**src/rtl/tlbr_cp0_sequencer.sv**
```systemverilog
// tlbr_cp0_sequencer
//   Sequences a MIPS TLBR instruction. It reads one TLB entry, then writes
//   EntryLo0, EntryLo1, PageMask and EntryHi into CP0, one register per cycle.
//   While a sequence is in flight, MFC0 reads of those registers are forwarded
//   from the captured entry.
//
//   Optional feature: define TLB_PAGEMASK_EN to include the PageMask write
//   (state WR_PM) and PageMask forwarding. The default build leaves it out:
//   the sequence is then LO0, LO1, HI, and the MASK field is never written.
//
//   Timing, with the issue cycle counted as cycle 0:
//   - READ occupies cycles 1..READ_LAT.
//   - The first CP0 write happens in cycle READ_LAT+1.
//   - done pulses in the WR_HI cycle.
//   - busy is high from READ up to, but not including, WR_HI.
//   The pipeline may release its stall there because EntryHi is the final
//   write, and it is already on the port in that cycle.
module tlbr_cp0_sequencer #(
    parameter int TLB_ENTRIES = 16,
    parameter int IDX_W       = $clog2(TLB_ENTRIES),
    parameter int READ_LAT    = 1
) (
    input  logic             clk,
    input  logic             rst_n,
    input  logic             tlbr_req,
    input  logic [IDX_W-1:0] tlbr_index,
    input  logic             flush,
    output logic [IDX_W-1:0] tlb_rd_index,
    input  logic [89:0]      tlb_rd_entry,
    output logic             busy,
    output logic             done,
    output logic             cp0_we,
    output logic [4:0]       cp0_waddr,
    output logic [31:0]      cp0_wdata,
    input  logic [4:0]       fwd_rd,
    output logic             fwd_hit,
    output logic [31:0]      fwd_data
);

    // CP0 register numbers touched by TLBR
    localparam logic [4:0] RD_ENTRYLO0 = 5'd2;
    localparam logic [4:0] RD_ENTRYLO1 = 5'd3;
    localparam logic [4:0] RD_PAGEMASK = 5'd5;
    localparam logic [4:0] RD_ENTRYHI  = 5'd10;

    // Latency counter only needs to hold READ_LAT (at most 3)
    localparam int CNT_W = 2;

    typedef enum logic [2:0] {
        IDLE,
        READ,
        WR_LO0,
        WR_LO1,
`ifdef TLB_PAGEMASK_EN
        WR_PM,
`endif
        WR_HI
    } state_t;

    state_t             state_q;
    logic [CNT_W-1:0]   cnt_q;
    logic [IDX_W-1:0]   idx_q;
    logic [89:0]        entry_q;
    logic               busy_q;
    logic               done_q;
    logic               we_q;
    logic [4:0]         waddr_q;
    logic [31:0]        wdata_q;

    // Formats a CP0 register image from a raw TLB entry.
    // The entry is laid out MSB first as follows:
    //   VPN2[89:71] ASID[70:63] MASK[62:51] G[50]
    //   PFN0[49:30] C0[29:27] D0[26] V0[25]
    //   PFN1[24:5]  C1[4:2]   D1[1]  V1[0]
    // Both EntryLo images take their G bit from the single shared G field.
    function automatic logic [31:0] cp0_fmt(input logic [4:0] rd, input logic [89:0] e);
        logic [31:0] r;
        r = 32'd0;
        case (rd)
            RD_ENTRYLO0: r = {6'd0, e[49:30], e[29:27], e[26], e[25], e[50]};
            RD_ENTRYLO1: r = {6'd0, e[24:5], e[4:2], e[1], e[0], e[50]};
            RD_PAGEMASK: r = {7'd0, e[62:51], 13'd0};
            RD_ENTRYHI:  r = {e[89:71], 5'd0, e[70:63]};
            default:     r = 32'd0;
        endcase
        return r;
    endfunction

    // Returns 1 for the CP0 registers this build writes, and can therefore forward
    function automatic logic is_fwd_rd(input logic [4:0] rd);
        logic r;
        r = (rd == RD_ENTRYLO0) || (rd == RD_ENTRYLO1) || (rd == RD_ENTRYHI);
`ifdef TLB_PAGEMASK_EN
        r = r || (rd == RD_PAGEMASK);
`endif
        return r;
    endfunction

    // Returns 1 while the state is one that writes CP0 from the entry register
    function automatic logic in_write_state(input state_t s);
        logic r;
        r = (s == WR_LO0) || (s == WR_LO1) || (s == WR_HI);
`ifdef TLB_PAGEMASK_EN
        r = r || (s == WR_PM);
`endif
        return r;
    endfunction

    // Sequencer FSM, with CP0 write-port and status outputs registered alongside the state
    always_ff @(posedge clk) begin
        if (!rst_n) begin
            state_q <= IDLE;
            cnt_q   <= '0;
            idx_q   <= '0;
            entry_q <= '0;
            busy_q  <= 1'b0;
            done_q  <= 1'b0;
            we_q    <= 1'b0;
            waddr_q <= 5'd0;
            wdata_q <= 32'd0;
        end else begin
            // Write-port outputs are single-cycle unless a state below re-arms them
            done_q  <= 1'b0;
            we_q    <= 1'b0;
            waddr_q <= 5'd0;
            wdata_q <= 32'd0;
            case (state_q)
                IDLE: begin
                    busy_q <= 1'b0;
                    if (tlbr_req && !flush) begin
                        idx_q   <= tlbr_index;
                        cnt_q   <= CNT_W'(READ_LAT);
                        busy_q  <= 1'b1;
                        state_q <= READ;
                    end
                end
                READ: begin
                    if (flush) begin
                        busy_q  <= 1'b0;
                        state_q <= IDLE;
                    end else begin
                        cnt_q <= cnt_q - CNT_W'(1);
                        if (cnt_q == CNT_W'(1)) begin
                            // Array data is valid this cycle. The first write is
                            // formatted straight from the bus, because entry_q is
                            // only loaded at this same edge.
                            entry_q <= tlb_rd_entry;
                            we_q    <= 1'b1;
                            waddr_q <= RD_ENTRYLO0;
                            wdata_q <= cp0_fmt(RD_ENTRYLO0, tlb_rd_entry);
                            state_q <= WR_LO0;
                        end
                    end
                end
                WR_LO0: begin
                    if (flush) begin
                        busy_q  <= 1'b0;
                        state_q <= IDLE;
                    end else begin
                        we_q    <= 1'b1;
                        waddr_q <= RD_ENTRYLO1;
                        wdata_q <= cp0_fmt(RD_ENTRYLO1, entry_q);
                        state_q <= WR_LO1;
                    end
                end
                WR_LO1: begin
                    if (flush) begin
                        busy_q  <= 1'b0;
                        state_q <= IDLE;
                    end else begin
`ifdef TLB_PAGEMASK_EN
                        we_q    <= 1'b1;
                        waddr_q <= RD_PAGEMASK;
                        wdata_q <= cp0_fmt(RD_PAGEMASK, entry_q);
                        state_q <= WR_PM;
`else
                        we_q    <= 1'b1;
                        waddr_q <= RD_ENTRYHI;
                        wdata_q <= cp0_fmt(RD_ENTRYHI, entry_q);
                        done_q  <= 1'b1;
                        busy_q  <= 1'b0;
                        state_q <= WR_HI;
`endif
                    end
                end
`ifdef TLB_PAGEMASK_EN
                WR_PM: begin
                    if (flush) begin
                        busy_q  <= 1'b0;
                        state_q <= IDLE;
                    end else begin
                        we_q    <= 1'b1;
                        waddr_q <= RD_ENTRYHI;
                        wdata_q <= cp0_fmt(RD_ENTRYHI, entry_q);
                        done_q  <= 1'b1;
                        busy_q  <= 1'b0;
                        state_q <= WR_HI;
                    end
                end
`endif
                WR_HI: begin
                    busy_q  <= 1'b0;
                    state_q <= IDLE;
                end
                default: begin
                    busy_q  <= 1'b0;
                    state_q <= IDLE;
                end
            endcase
        end
    end

    // TLB read address: pass the issuing index through while idle, then hold the latched copy
    always_comb begin
        tlb_rd_index = idx_q;
        if (state_q == IDLE) begin
            tlb_rd_index = tlbr_index;
        end
    end

    // A flush or reset that arrives during a write cycle must kill that write immediately
    always_comb begin
        busy      = busy_q & rst_n;
        done      = done_q & rst_n & ~flush;
        cp0_we    = we_q & rst_n & ~flush;
        cp0_waddr = rst_n ? waddr_q : 5'd0;
        cp0_wdata = rst_n ? wdata_q : 32'd0;
    end

    // MFC0 forwarding from the captured entry while CP0 is being updated
    always_comb begin
        fwd_hit  = 1'b0;
        fwd_data = 32'd0;
        if (rst_n && in_write_state(state_q) && is_fwd_rd(fwd_rd)) begin
            fwd_hit  = 1'b1;
            fwd_data = cp0_fmt(fwd_rd, entry_q);
        end
    end

endmodule

```
**config.mk**
```make
export PLATFORM = sky130hd
export DESIGN_NAME = tlbr_cp0_sequencer
export DESIGN_NICKNAME = d
export VERILOG_FILES = /design/src/rtl/tlbr_cp0_sequencer.sv
export SDC_FILE = /design/constraint.sdc
export NUM_CORES = 1
export LEC_CHECK = 0
export BUFFER_PORTS_ARGS = -buffer_cell sky130_fd_sc_hd__buf_2
export CORE_MARGIN = 2
export CORE_UTILIZATION = 43
export DETAILED_ROUTE_END_ITERATION = 10
export PLACE_DENSITY = 0.72
export SETUP_SLACK_MARGIN = 0.2
export SYNTH_ARGS = -nofsm -noshare
export SYNTH_HDL_FRONTEND = slang
export SYNTH_SLANG_ARGS = --single-unit
```
**constraint.sdc**
```tcl
create_clock -name clk -period 3.65 [get_ports clk]
set_input_delay 0.365 -clock clk [delete_from_list [all_inputs] [get_ports clk]]
set_output_delay 0.365 -clock clk [all_outputs]
set_load 0.01 [all_outputs]
```
==> After elaboration in Yosys (flattened, before gate mapping) <==
Index checks and enable logic that the tools add are counted.
{ "classes": {"addsub": 1, "mul": 0, "div": 0, "order_cmp": 0, "n_eq_ne": 13, "shifts": 0, "n_mux": 32, "bitwise": 6, "n_reduce_logical": 17} }
{ "ops": {"columns": ["cell", "n"], "rows": [
  ["case mux 32 bit (4 select lines)", 1],
  ["two-way mux 32 bit", 3],
  ["case mux 32 bit (3 select lines)", 1],
  ["two-way mux 26 bit", 3],
  ["two-way mux 2 bit", 6],
  ["two-way mux 3 bit", 4],
  ["case mux 3 bit (4 select lines)", 1],
  ["case mux 4 bit (3 select lines)", 1],
  ["equality test 5 x 2 -> 1 bit, second input constant", 2],
  ["two-way mux 4 bit", 2],
  ["equality test 3 x 2 -> 1 bit, second input constant", 2],
  ["two-way mux 1 bit", 6],
  ["AND reduction 2 bit", 3],
  ["AND reduction 3 bit", 2],
  ["bitwise AND 1 bit", 5],
  ["equality test 5 x 3 -> 1 bit, second input constant", 1],
  ["equality test 5 x 4 -> 1 bit, second input constant", 1],
  ["two-way mux 5 bit", 1],
  ["logical OR 1 bit", 4],
  ["!= test 2 bit, second input constant", 2],
  ["case mux 1 bit (2 select lines)", 2],
  ["case mux 2 bit (2 select lines)", 1],
  ["OR reduction 2 bit", 2],
  ["equality test 3 x 1 -> 1 bit, second input constant", 1],
  ["other kinds (10)", 12]
]} }
{ "totals": {"ff_bits": 139, "latchBits": 0, "ramBits": 0, "mem_bits_ro": 0, "input_bits": 103, "word_cells": 78, "n_memories": 0} }

==> Longest topological paths before layout <==
Gate-level depths: netlist (run 1).
{ "logic_depth": {"word_depth": 6, "ltp_mapped": 6, "mapped_depth_nobuf": 5} }

==> Least setup slack after synthesis (run 1) <==
Ideal clock, no wire load.
{ "synth_timing": {"path_type": "input to output", "start": "in fwd_rd[3]", "end": "out fwd_data[24]", "t_arrival_ps": 1569, "slack_ps": 1716, "path_stages": 5, "cell_sequence": "buf_2 nor4b_1 clkbuf_1 a22oi_1 a21oi_1"} }
{ "synth_via": {"elab_chain_len": 5, "word_cells_on_any_way": 9, "cone_classes": "4 x eq/ne; 2 x mux; 3 x reduce/logical"} }
{ "synth_rtl": {"columns": ["item", "line", "text"], "rows": [
  ["start: declaration", "35", "input logic [4:0] fwd_rd,"],
  ["parallel branches: the longest is 4 deep, another holds case mux 32 bit (4 select lines)", null, null],
  ["two-way mux 32 bit *", "234", "if (rst_n && in_write_state(state_q) && is_fwd_rd(fwd_rd)) begin"],
  ["end: declaration", "37", "output logic [31:0] fwd_data"]
]} }
Every way passes the cells marked *.

==> Worst setup path in the final report (run 1) <==
{ "layout_timing": {"start": "reg state_q[0]", "end": "out fwd_data[22]"} }
{ "layout_via": {"elab_chain_len": 6, "word_cells_on_any_way": 8, "cone_classes": "3 x eq/ne; 1 x mux; 4 x reduce/logical"} }
{ "layout_rtl": {"columns": ["item", "line", "text"], "rows": [
  ["start: declaration", "60", "state_t state_q;"],
  ["start signal: assignment", "112", "state_q <= IDLE;"],
  ["start signal: assignment", "134", "state_q <= READ;"],
  ["start signal: assignment", "140", "state_q <= IDLE;"],
  ["equality test 3 x 2 -> 1 bit", "102", "r = (s == WR_LO0) || (s == WR_LO1) || (s == WR_HI);"],
  ["logical OR 1 bit", "102", null],
  ["logical OR 1 bit *", "102", null],
  ["logical AND 1 bit * (2 in a row)", "234", null],
  ["two-way mux 32 bit *", "234", null]
]} }
Every way passes the cells marked *; elsewhere a longest branch is shown, timed or not.

==> results.md, run 1 <==
* # rows at 44
* Unrepaired setup endpoints after global routing: false
* Max Freq at 332 MHz
* First-pass GRT wire length at 31100 microns
* DR WL/cell at 18.4 microns
* CTS tree: built
* Post-detail-place hpwl at 12500 microns
* CP Cell Sequence: nor3b_1 > o2111ai_2 > a21oi_1 > buf_2
* Max stage delay on crit path at 0.89 ns
* Hold Path Origin: tlb_rd_entry[86]
* CTS max path bufs at 2
* Endpoint, Worst Hold: entry_q[86]
* Pleak at 0.00311 uW
* CP Max Fanout at 34
* Area growth from synthesis to layout at 24.3%
* Largest net degree at the start of global routing at 95
* Slowest cell on the critical path: dfxtp_2
* # Max-Cap Violations at 0
* Distinct cells, synth at 42
* Avg Vias per Cell at 5.78
* Register-to-register setup slack at 1.08 ns
* Max VDD drop at 0.311 mV
* Slew @ Worst Pin at 1.21 ns
* Clock Skews at 0.00744 ns
* Final hold violations at 0
* Depth of the CTS H-tree at 4
* Clk root buf: clkbuf_16
* Fin util at 54.9%
* Mapped Area at 0.00645 sq mm
* Status: completed
* DRC viols at 0
* Type of the worst setup path: flop to primary output
* IO Count at 180
* Reg2Reg Depth at 3
* Placed cells at 1067
* Mapped Cells at 774
* Total CTS buffers at 17
* Post-CTS Hold Buffers at 0
* Post-CTS sizing at 0
* Final slew viol count at 0
* Initial drt markers at 847
* Crit Reg-Reg Endpoint: entry_q[31]
* Final setup violation count at 0
* Hold path depth at 3
* Die width at 126 microns
* Critical path data arrival time at 2.65 ns
* Final #Nets at 1006
* Port bufs at 177
* Chip Height at 126 microns
* Min-Delay Path Class: primary input to flop
* Multi-input gate area at 0.00335 sq mm
* ANT nets after route at 0
* Fin crit period at 3.01 ns
* Grt total ovfl at 0
* Top cell type's share of synthesized area at 42.5%
* Critical path endpoint category: primary output
* First-pass DRT Iterations at 5
* GR Util All Layers at 24.3%
* Leading area contributor after synthesis: dfxtp_1
* Clk slew on worst S/H paths at 0.06 ns
* Synth area leaders: dfxtp_1 (43%), a21oi_1 (10%), nand3_1 (8.2%), mux2_2 (7.9%), o21ai_1 (4.7%)
* Crit path required time at 3.28 ns
* Postcts setup bufs at 0
* Fin Setup TNS at 0 ns
* Final worst slack at 0.639 ns
* Startpoint Class: flop
* Vias in the first global route at 5968
* GP Congestion at 0.812
* Number of synthesized register bits at 137
* Clock latency on the worst-skew pair at 0.42 ns
* Max_slew headroom at 19.2%
* Fill cell count at 1330
* Seq. cell area at 0.00274 sq mm
* Core area at 0.0146 sq mm
* Number of clock sinks at 137
* Via count at 6375
* Initial Utilization at 44.2%
* Cell Count, Final, Fillers Out at 1102
* Final period utilization at 82.5%
* Seq/Total Area, Yosys at 42.5%
* Die area at 0.0160 sq mm
* Post-detailed-routing wire length at 20200 microns
* Synthesized area per cell at 8.33 sq um
* Ys Warns at 0
* Initial antenna violation count at 4
* Place WS at 1.13 ns
* Critical R2R Launch: state_q[0]
* PD cells at 476 mW/mm^2
* Ratio of cells with drive above 1 in the final layout at 30.5%
[report_power, final]
part | switching (uW) | internal (uW)
Combinational | 212 | 99.6
Sequential | 23.1 | 1510
Clock | 649 | 1310
[worst max path at each step]
| stage | cells past startpoint | slack (ns) | from | to |
|---|---|---|---|---|
| final | 4 | 0.64 | state_q[0] | fwd_data[22] |
| after global routing | 4 | 0.41 | state_q[2] | fwd_data[10] |
| after CTS | 4 | 0.66 | state_q[0] | fwd_data[11] |
| after detailed placement | 4 | 1.13 | state_q[0] | fwd_data[11] |
| after global placement | 4 | 1.18 | state_q[0] | fwd_data[10] |
| after floorplan | 5 | 1.72 | fwd_rd[3] | fwd_data[24] |
[registers in the layout, indices dropped and copies added (netlist names)]
| signal | cells |
|---|---|
| entry_q | 90 |
| wdata_q | 32 |
| idx_q | 4 |
| state_q | 3 |
| waddr_q | 3 |
| cnt_q | 2 |
| busy_q | 1 |
| done_q | 1 |
| we_q | 1 |
[critical path: cells and delay by family (launching register included)]
family,cells,cell delay [ns]
and+or+nand+nor,1,0.21
AOI/OAI and AO/OA,2,0.92
buffers and inverters,1,0.19
DFF,1,0.89
[per-stage QoR]
step | total power, uW | hold WS [ns] | area [sq um]
floorplan | 1750 | 0.441 | 6450
CTS | 3820 | 0.179 | 8000
global route | 3910 | 0.179 | 8010
detailed placement | 1870 | 0.463 | 7330
finish | 3810 | 0.190 | 8010
global placement | 1870 | 0.457 | 7330
[synth_stat cells]
cell type and n:
a2111oi_0 1, a21oi_1 135, a22oi_1 12, a31oi_1 1, a32oi_1 9, and2_1 45, and3_1 7, and4b_1 3
buf_2 20, buf_4 3, buf_6 6, clkbuf_1 53, clkinv_1 1, conb_1 1, dfxtp_1 137, ha_1 1
inv_1 4, inv_2 1, mux2_2 45, mux2i_1 5, nand2_1 30, nand2b_1 1, nand3_1 106, nand3b_1 1
nor2_1 12, nor2b_1 3, nor3_1 6, nor3b_1 2, nor3b_2 1, nor4_1 1, nor4b_1 2, nor4b_2 2
nor4bb_1 12, o2111ai_1 1, o211ai_1 1, o21a_1 1, o21ai_0 37, o21ai_1 61, o21ba_2 1, o311a_1 1
or4_1 1, or4b_1 1
[layout by cell type, fill, tap and decap left out, drive strengths merged, types with 2 or more instances in the layout]
cell type and n:
buf 190, dfxtp 137, a21oi 135, nand3 106
o21ai 98, mux2 45, and2 45, nand2 30
clkbuf 19, nor2 12, nor4bb 12, a22oi 12
a32oi 9, and3 7, nor3 6, bufinv 6
mux2i 5, clkinv 5, inv 5, nor4b 4
diode 3, nor2b 3, and4b 3, clkinvlp 3
nor3b 3, conb 2
[cell type report]
cell class	instances	area share, %
antenna	3	0.0937
clock buffer	19	5.65
clock inverter	13	2.78
inverter	6	0.297
multi-input combinational	550	41.8
sequential	137	34.3
tap	184	2.87
timing repair buffer	190	12.3
[per-layer routing]
| metal | up-vias | part of all wire (%) | global-route usage [%] |
|---|---|---|---|
| met5 | - | 0.035 | 0 |
| li1 | 3046 | - | - |
| met4 | 2 | 1.4 | 8.08 |
| met3 | 34 | 7.0 | 6.92 |
| met1 | 3034 | 43 | 30.9 |
| met2 | 259 | 49 | 39.7 |
[cell families (layout without fill, tap and decap cells)]
| kind of cell | Yosys count | after routing | synth area share, % |
|---|---|---|---|
| multiplexers | 50 | 50 | 8.64 |
| other | 1 | 5 | 0.0582 |
| adder cells (fa/ha/maj) | 1 | 1 | 0.194 |
| flip-flops | 137 | 137 | 42.5 |
| AO/OA/AOI/OAI | 261 | 261 | 21.6 |
| buffers and inverters | 88 | 228 | 6.39 |
| AND/OR/NAND/NOR | 236 | 236 | 20.6 |
Note: power is estimated with default switching activity, not from simulation.
==> run 2, diff against run 1 <==
==> constraint.sdc (replaced) <==
create_clock -name clk -period 3 [get_ports clk]
set_input_delay 0.3 -clock clk [delete_from_list [all_inputs] [get_ports clk]]
set_output_delay 0.3 -clock clk [all_outputs]
set_load 0.01 [all_outputs]
==> run 2 against run 1 <==
  * Combinational power grew 23%
  * Sequential power grew 21%
  * Die area is the same
  * Final cell count is the same
  * Total power grew 10%
  * Clock power is essentially flat
  * First-iteration DRC count shrank 32%
  * Sequential cell count is the same
  * Routed wire length shrank 5.1%
  * Final area shrank 0.87%
  * Utilization shrank 0.48 points
  * Largest power group unchanged
==> results.md, run 2 (same netlist as run 1, synthesis figures left out) <==
* Status: completed
* First-pass GRT wire length at 30600 microns (-1.6%)
* Clock Skews at 0.0120 ns (+0.00458 ns)
* Total chip power at 4190 uW (+10%)
* # rows at 44 (unchanged)
* DRC viols at 0 (unchanged)
* Pleak at 0.00309 uW (-0.82%)
* Largest net degree at the start of global routing at 95 (unchanged)
* Vias in the first global route at 5938 (-0.50%)
* Total CTS buffers at 17 (unchanged)
* Final slew viol count at 0 (unchanged)
* Avg Vias per Cell at 5.68 (-1.8%)
* Port bufs at 177 (unchanged)
* Placed cell area at 0.00738 sq mm (+0.68%)
* Die area at 0.0160 sq mm (unchanged)
* PD cells at 528 mW/mm^2 (+11%)
* Core area at 0.0146 sq mm (unchanged)
* Reg2Reg Depth at 3 (unchanged)
* Die width at 126 microns (unchanged)
* Global route hottest layer: met2
* Slew @ Worst Pin at 1.01 ns (-0.199 ns)
* Crit path required time at 2.70 ns (-0.58 ns)
* Postcts setup bufs at 0 (unchanged)
* Place WS at 0.579 ns (-0.555 ns)
* Max Freq at 386 MHz
* Depth of the CTS H-tree at 4 (unchanged)
* Post-detailed-routing wire length at 19200 microns (-5.1%)
* DR WL/cell at 17.4 microns (-5.1%)
* Critical path data arrival time at 2.29 ns (-0.36 ns)
* Via count at 6261 (-1.8%)
* Final period utilization at 86.4%
* Final setup violation count at 0 (unchanged)
* Fin util at 54.4% (-0.48 points)
* Max stage delay on crit path at 0.65 ns (-0.24 ns)
* Largest Register: entry_q
* Final #Nets at 1011 (+0.50%)
* Type of the worst setup path: flop to primary output
* Initial antenna violation count at 0 (-4)
* Final hold violations at 0 (unchanged)
* Max VDD drop at 0.476 mV (+53%)
* M1 GR Usage at 32.2% (+1.3 points)
* Initial Utilization at 44.2% (unchanged)
* Slowest cell on the critical path: dfxtp_1
* Fin Setup TNS at 0 ns (unchanged)
* IO Count at 180 (unchanged)
* Startpoint Class: flop
* Met3 usage at 5.06% (-1.9 points)
* Post-route cell area at 0.00794 sq mm (-0.87%)
* Grt total ovfl at 0 (unchanged)
* Max_slew headroom at 32.7% (+13 points)
* CP Max Fanout at 18 (-47%)
* ANT nets after route at 0 (unchanged)
* Commonest non-fill, non-tap cell in the layout: buf_2
* Commonest cells after routing, fill and taps aside: buf_2 (177), dfxtp_1 (136), a21oi_1 (135)
* Initial drt markers at 576 (-32%)
* Clk root buf: clkbuf_16
* Post-detail-place hpwl at 12500 microns (+0.11%)
* Number of clock sinks at 137 (unchanged)
* Final worst slack at 0.407 ns (-0.232 ns)
* Fin crit period at 2.59 ns
* Clock latency on the worst-skew pair at 0.42 ns (about the same)
* Unrepaired setup endpoints after global routing: false
* # Max-Cap Violations at 0 (unchanged)
* Biggest regs: entry_q: 90 flops, wdata_q: 32 flops, idx_q: 4 flops
* Fill cell count at 1402 (+5.4%)
* Critical path endpoint category: primary output
* Clk slew on worst S/H paths at 0.06 ns (about the same)
* First-pass DRT Iterations at 5 (unchanged)
* CP Cell Sequence: nor3b_2 > o2111ai_4 > nor3_1 > buf_2
* Hold path depth at 3 (unchanged)
* Largest register FFs at 90 (unchanged)
* GP Congestion at 0.809 (-0.41%)
* GR Util All Layers at 23.7% (-0.56 points)
* GR Layer Usage met2 at 36.8% (-2.9 points)
* Ratio of cells with drive above 1 in the final layout at 30.6% (+0.12 points)
* Diode count at 0 (-3)
* Chip Height at 126 microns (unchanged)
* Min-Delay Path Class: primary input to flop
* CTS tree: built
* Area growth from synthesis to layout at 23.2%
* CTS max path bufs at 2 (unchanged)
## run 2: cell count changes in the layout (fill, tap and decap cells not counted)
cell	previous run	this run
o2111ai_4	0	1
diode_2	3	0
clkbuf_8	2	3
clkbuf_1	0	2
buf_4	13	17
nor3b_1	2	1
o2111ai_2	1	0
nor3b_2	0	1
buf_12	0	1
bufinv_16	6	1
## run 2: per-layer routing
metal	routed length (microns)	share of wire (%)
met5	0	0
met4	459	2.4
met3	1200	6.2
met2	8970	47
met1	8570	45
## run 2: timing repair
| action | 4_1_cts | 5_1_grt |
|---|---|---|
| hold buffers | 0 | 0 |
| resized for setup | 1 | 1 |
| pin swaps | 0 | 0 |
| endpoints found under the setup margin | 17 | 23 |
## run 2: worst paths after layout
kind	startpoint	end	slack, ns
worst min-delay path	tlb_rd_entry[82]	entry_q[82]	0.13
worst max register to register	state_q[2]	state_q[0]	0.88
worst max-delay path	state_q[2]	fwd_data[8]	0.41
worst min register to register	busy_q	busy_q	0.47
## run 2: final cells by class
type	instances	area (sq um)	area share, %
Multi-Input combinational cell	550	3360	42.3
Sequential cell	137	2740	34.6
Timing Repair Buffer	195	1030	13.0
Clock buffer	22	474	5.97
Tap cell	184	230	2.90
Clock inverter	8	72.6	0.914
Inverter	6	23.8	0.299
## run 2: per-stage QoR
| step | hold WS, ns | std cells |
|---|---|---|
| after detailed placement | 0.463 | 1072 |
| after floorplan | 0.441 | 775 |
| after global routing | 0.129 | 1102 |
| final | 0.126 | 1102 |
| after global placement | 0.459 | 1072 |
| after CTS | 0.118 | 1102 |
## run 2: power breakdown
group          leakage [uW]  total, uW  switching [uW]  internal (uW)
clock network      0.000264       1950             761           1190
logic               0.00172        383             254            129
registers           0.00111       1860            19.6           1840
## run 2: critical path, delay by kind of cell, from the launching register on
| kind | cells | cell delay (ns) |
|---|---|---|
| compound gates | 1 | 0.37 |
| flops | 1 | 0.65 |
| buf+inv | 1 | 0.17 |
| simple gates | 2 | 0.68 |
